File: src/rtl/fir_requantizer.sv
// Requantizes the wide FIR accumulator to the 24-bit sample format (round-half-up,
// arithmetic shift, saturate) and presents it on an AXI-Stream master via a small FIFO.
module fir_requantizer #(
   parameter int IN_WIDTH   = 52,
   parameter int OUT_WIDTH  = 24,
   parameter int SHIFT      = 23,
   parameter int FIFO_DEPTH = 4
) (
   input  logic                 clk,
   input  logic                 reset,
   input  logic [IN_WIDTH-1:0]  s_axis_tdata,
   input  logic                 s_axis_tvalid,
   input  logic                 s_axis_tlast,
   output logic                 s_axis_tready,
   output logic [OUT_WIDTH-1:0] m_axis_tdata,
   output logic                 m_axis_tvalid,
   output logic                 m_axis_tlast,
   output logic [2:0]           m_axis_tkeep,
   input  logic                 m_axis_tready,
   output logic                 sat_flag,
   output logic [15:0]          sat_count
);

   localparam int STAGES = 2;
   localparam int PTR_W  = $clog2(FIFO_DEPTH);
   localparam int CNT_W  = PTR_W + 1;
   localparam int OCC_W  = CNT_W + 1;
   localparam logic [IN_WIDTH:0] RND = (IN_WIDTH+1)'(1) << (SHIFT-1);

   typedef struct packed {
      logic [OUT_WIDTH-1:0] data;
      logic                 last;
      logic                 sat;
   } entry_t;

   logic [STAGES-1:0]        vld_pipe;
   logic signed [IN_WIDTH:0] sum_a;
   logic                     last_a;
   logic signed [IN_WIDTH:0] q;
   logic                     in_range;
   entry_t                   ent_q, ent_b, head;

   entry_t                   mem [FIFO_DEPTH];
   logic [PTR_W-1:0]         wr_ptr, rd_ptr;
   logic [CNT_W-1:0]         fifo_count;
   logic [OCC_W-1:0]         occupancy;
   logic                     in_fire, push, pop;

   // Credit-based flow control: the pipeline never stalls, so everything already
   // in flight must have a guaranteed FIFO slot before a new sample is accepted.
   assign occupancy     = OCC_W'(fifo_count) + OCC_W'(vld_pipe[0]) + OCC_W'(vld_pipe[1]);
   assign s_axis_tready = !reset && (occupancy < OCC_W'(FIFO_DEPTH));
   assign in_fire       = s_axis_tvalid & s_axis_tready;
   assign push          = vld_pipe[1];
   assign pop           = m_axis_tvalid & m_axis_tready;

   always_ff @(posedge clk or posedge reset) begin
      if (reset) vld_pipe <= '0;
      else       vld_pipe <= {vld_pipe[0], in_fire};
   end

   // Stage A: add the half-LSB at one extra bit so the rounding add cannot overflow.
   always_ff @(posedge clk) begin
      if (in_fire) begin
         sum_a  <= {s_axis_tdata[IN_WIDTH-1], s_axis_tdata} + RND;
         last_a <= s_axis_tlast;
      end
   end

   // Stage B: in range iff all bits from the output sign bit upward agree.
   always_comb begin
      q          = sum_a >>> SHIFT;
      in_range   = (&q[IN_WIDTH:OUT_WIDTH-1]) | ~(|q[IN_WIDTH:OUT_WIDTH-1]);
      ent_q.last = last_a;
      ent_q.sat  = !in_range;
      if (in_range)        ent_q.data = q[OUT_WIDTH-1:0];
      else if (q[IN_WIDTH]) ent_q.data = {1'b1, {(OUT_WIDTH-1){1'b0}}};
      else                 ent_q.data = {1'b0, {(OUT_WIDTH-1){1'b1}}};
   end

   always_ff @(posedge clk) begin
      if (vld_pipe[0]) ent_b <= ent_q;
   end

   always_ff @(posedge clk) begin
      if (push) mem[wr_ptr] <= ent_b;
   end

   always_ff @(posedge clk or posedge reset) begin
      if (reset) begin
         wr_ptr     <= '0;
         rd_ptr     <= '0;
         fifo_count <= '0;
         sat_count  <= '0;
      end else begin
         if (push) wr_ptr <= wr_ptr + PTR_W'(1);
         if (pop)  rd_ptr <= rd_ptr + PTR_W'(1);
         case ({push, pop})
            2'b10:   fifo_count <= fifo_count + CNT_W'(1);
            2'b01:   fifo_count <= fifo_count - CNT_W'(1);
            default: fifo_count <= fifo_count;
         endcase
         if (push && ent_b.sat && sat_count != 16'hFFFF)
            sat_count <= sat_count + 16'd1;
      end
   end

   // Outputs are forced to zero when empty so reset and idle look identical downstream.
   assign head          = mem[rd_ptr];
   assign m_axis_tvalid = (fifo_count != '0);
   assign m_axis_tdata  = m_axis_tvalid ? head.data : '0;
   assign m_axis_tlast  = m_axis_tvalid & head.last;
   assign sat_flag      = m_axis_tvalid & head.sat;
   assign m_axis_tkeep  = 3'b111;

endmodule
File: config.mk
export PLATFORM = sky130hd
export DESIGN_NAME = fir_requantizer
export DESIGN_NICKNAME = d
export VERILOG_FILES = /design/src/rtl/fir_requantizer.sv
export SDC_FILE = /design/constraint.sdc
export NUM_CORES = 1
export LEC_CHECK = 0
export CAP_MARGIN = 20
export CORE_MARGIN = 2
export CORE_UTILIZATION = 55
export CTS_BUF_LIST = sky130_fd_sc_hd__clkbuf_16
export CTS_CLUSTER_SIZE = 40
export DETAILED_ROUTE_END_ITERATION = 6
export PLACE_DENSITY = 0.86
export SKIP_LAST_GASP = 1
export SYNTH_ARGS = -nofsm -noshare
export SYNTH_HDL_FRONTEND = slang
export SYNTH_SLANG_ARGS = --single-unit
File: constraint.sdc
create_clock -name clk -period 2.9 [get_ports clk]
set_input_delay 0.29 -clock clk [delete_from_list [all_inputs] [get_ports clk]]
set_output_delay 0.29 -clock clk [all_outputs]
set_load 0.005 [all_outputs]
==> results.md <==
- The die outline height is around 120 um.
- The share of final-layout standard cells stronger than drive strength 1 is ~14%.
- After detailed routing, the number of remaining DRC violations is 0.
- In the post-route analysis, the smallest setup slack over all paths is about 0.18 ns.
- The synthesized area per cell is 16.7 um^2.
- The post-cts gate resize count is 0.
- The endpoint type of the worst setup path is an output port.
- The clock net in this run drives a total of 186 sinks.
- Summed over all nets, the switching power comes to ~2 mW.
- The worst-case vdd ir drop is roughly 460 uV.
- The critical path's slowest cell is mux4_2.
- The global-route wire length before repair is 21200 um.
- The top-level port count is approximately 100.
- Measured on the finished design, the core utilization comes to around 67%.
- After detailed routing, the average wire length per cell comes to roughly 18 um.
- The final worst-path cycle share is 93.7%.
- After legalization and detailed placement, the total HPWL measured about 8600 um.
- The worst register-to-register path ends at fifo_count[1].
- The setup fix buffers added after clock tree synthesis is 0.
- Following the worst setup path forward leads to its endpoint at m_axis_tdata[0].
- Traced cell by cell, the critical path runs through buf_12, mux4_2, and2_1, clkdlybuf4s50_1.
- Buffers inserted during clock tree synthesis total 17.
- The max-slew violation total from the final report is 0.
- Port buffering added between 70 and 80 buffers.
- Across the run, the number of max-cap violations was 0.
- The number of cells on the worst reg-to-reg path is 6.
- TritonCTS built the clock tree.
- The core region is roughly 14000 um^2.
- For the pin with the worst max-slew slack, the measured transition is approximately 0.95 ns.
- In this run the number of cells on the critical path is 4.
- Measured along the x axis, the die boundary spans roughly 120 um.
- Of the total power, the share spent switching nets is between 20% and 30%.
- The cell-internal power is approximately 5.6 mW.
- For the final database, setup skew stands at 0.0146 ns.
- The final count of hold timing violations is 0.
- The repair_antennas step left the layout with diodes totalling 0.
- The final net count is between 600 and 700.
- The initial utilization of the core area, before any placement, comes to a little under three fifths.
- The number of global-route vias before repair is ~4100.
- The critical register-to-register path startpoint is fifo_count[0].
- The analysis attributes to cell leakage a power of 3.27 nW.
- The number of storage elements in the synthesis netlist is around 190.
- The maximum fanout along the worst path is 24.
- The setup total negative slack is 0 ns.
- STA puts the critical path data arrival time at around 2.4 ns.
- The total grt overflow is 0.
- The overall routed net length is approximately 14000 um.
- The family with the most delay on the worst path is buffers and inverters.
- For the worst setup path, the data required time is ~2.6 ns.
- The number of search-and-repair iterations in the first detailed-routing pass is 4.
- The overall fraction of global-route tracks in use is 19.2%.
- In this run, post-CTS hold repair placed 0 buffers.
- Combinational logic is responsible for 25.7% of the overall power.
- The count of warnings emitted by yosys is 0.
- The top cell type's share of synthesized area is between 60 and 70%.
- The number of design-rule violations left by the first detailed-router iteration is around 270.
- The global placement routability congestion is roughly 0.94.
- The layout has 943 filler cells.
- The final route contains between 4000 and 5000 vias.
- The die covers between 10000 and 15000 um^2.
- The growth of design area from synthesis to finish is 20.7%.
- The sort of element at the start of the critical path is a register.
- After synthesis the cells add up to approximately 7700 um^2.
- The placement-stage worst setup slack is just over 0.4 ns.
- The most common cell after layout, fill and taps aside is edfxtp_1.
- The timing-limited maximum frequency is roughly 370 MHz.
- Leaving out fill and tap cells, the most frequent cells in the layout are 161 x edfxtp_1, 78 x clkdlybuf4s50_1, 34 x and2_1, 30 x xnor2_1, 26 x mux4_2.
- The clock share of power is between 20% and 30%.
- Counting along the longest clock path gives a buffer depth of 2.
- Synthesis instantiated 39 different standard cells from the library.
- The vias per cell is 5.54.
- Across all register-to-register paths, the minimum setup slack is slightly above 0.8 ns.
- In this run the worst setup path begins at rd_ptr[0].
- The cell at the root of the clock tree is clkbuf_16.
- The setup path with the least slack is of type register to output port.
- The longest individual stage delay on the worst path is 0.58 ns.
- By area the synthesized netlist is led by edfxtp_1 63%, dfrtp_1 8.1%, mux4_2 7.6%.
- The flow ran to the end, and the final reports show no timing, DRC or antenna violations.
- The library cell with the largest summed area after synthesis is edfxtp_1.
- The pin count of the biggest net entering global routing is 33.
- Setup repair after global routing left no endpoint under its margin.
- The final period demand of the worst path is 2.72 ns.
- The final worst hold slack is between 0.4 and 0.5 ns.
- The count of nets left with antenna violations once routing finished came out at 0.
- The clock slew at the register clock pins of the worst setup and hold paths is roughly 0.070 ns.
- Setup violations remaining at the end of the flow were counted as 0.
- The path class of the lowest-slack min-delay path is input port to async pin.
- The relative max-transition margin is a little over a third.
- The count of mapped cells out of synthesis is between 400 and 500.
- The clock latency at the later pin of the worst-skew pair is 0.43 ns.
- Row generation in the floorplan step produced 43 rows.
- Dividing total power by cell area gives a power density of ~820 nW/um^2.
- The depth of the CTS H-tree is 4.
- The initial antenna violation count came to 0.
- The portion of the post-synthesis area used by sequential elements is between 70% and 80%.
- The relative contribution of sequential cells to total power is between 40% and 50%.
- Together, buffers and inverters on the worst path number 2.
==> power by group through the flow <==
stage	registers [mW]	logic (mW)	clock network, mW
after floorplan	3.42	1.09	0
after global placement	3.46	1.91	0
after detailed placement	3.49	1.96	0
after CTS	3.45	1.99	2.28
after global routing	3.47	2.13	2.36
final	3.45	1.96	2.23
==> worst register-to-register path: stages (launching register included) <==
cell	delay, ns
dfrtp_1	0.42
or3_1	0.39
and2_1	0.22
ha_1	0.23
inv_1	0.10
fa_1	0.46
mux2i_1	0.17
==> layer usage <==
layer / share of wire, % / track usage [%] / vias to the layer above
met2: 52 / 32.1 / 138
li1: - / - / 1927
met1: 42 / 24.4 / 2035
met5: 0 / 0 / -
met3: 4.3 / 4.63 / 22
met4: 1.9 / 7.47 / 0
==> area by class of cell <==
| type | instances | area (um^2) | share of cell area [%] |
|---|---|---|---|
| clock inverters | 15 | 154 | 1.66 |
| well taps | 180 | 225 | 2.43 |
| flip-flops and latches | 186 | 5460 | 58.9 |
| clock buffers | 17 | 425 | 4.59 |
| inverters | 10 | 37.5 | 0.405 |
| multi-input cells | 247 | 2100 | 22.6 |
| repair buffers | 89 | 876 | 9.44 |
==> cells in the mapped netlist <==
cell	n
a21o_1	23
a21oi_1	2
a31oi_1	1
and2_1	34
and2_2	1
and3_1	2
and3_2	1
and4_1	1
and4_4	1
buf_2	3
buf_4	3
buf_6	1
clkbuf_1	13
conb_1	1
dfrtp_1	25
edfxtp_1	161
fa_1	1
ha_1	8
inv_1	10
mux2_2	2
mux2i_1	1
mux4_2	26
nand2_1	24
nand3_1	13
nand4_1	17
nand4_4	1
nor2_1	17
nor2_2	1
nor3_1	6
nor3_4	1
nor4_1	2
nor4_2	1
o21a_1	2
o21ai_0	3
o21ai_1	1
or3_1	2
or4_1	2
xnor2_1	30
xor2_1	17
==> cell families (layout without fill, tap and decap cells) <==
family / after synthesis / count (layout) / share of synthesized area [%]
flip-flops: 186 / 186 / 71.1
AND/OR/NAND/NOR: 127 / 127 / 9.26
XOR/XNOR: 47 / 47 / 5.36
AO/OA/AOI/OAI: 32 / 32 / 2.91
buffers and inverters: 30 / 131 / 1.76
multiplexers: 29 / 29 / 8.04
adder cells (fa/ha/maj): 9 / 9 / 1.56
other: 1 / 3 / 0.0488
==> metrics by stage <==
step | total power, mW | instance area [um^2] | cells
final | 7.64 | 9280 | 744
after global routing | 7.96 | 9280 | 744
after CTS | 7.72 | 9280 | 744
after detailed placement | 5.45 | 8700 | 712
after global placement | 5.37 | 8700 | 712
after floorplan | 4.51 | 7690 | 463
==> flip-flops by register name, indices dropped and copies added, names as in the netlist <==
register / count
sum_a: 30
vld_pipe: 2
wr_ptr: 2
fifo_count: 3
rd_ptr: 2
sat_count: 16
mem: 104
last_a: 1
ent_b: 26
==> worst min path at each step <==
stage          cells after the start  slack, ns    startpoint             to
3_3_place_gp                       0       0.43        last_a       ent_b[1]
4_1_cts                            1       0.40  s_axis_tlast         last_a
6_report                           2       0.41         reset    vld_pipe[1]
3_5_place_dp                       0       0.45        last_a       ent_b[1]
2_1_floorplan                      1       0.32         reset  fifo_count[0]
5_1_grt                            1       0.41  s_axis_tlast         last_a
Power figures use the tool's default switching activity.
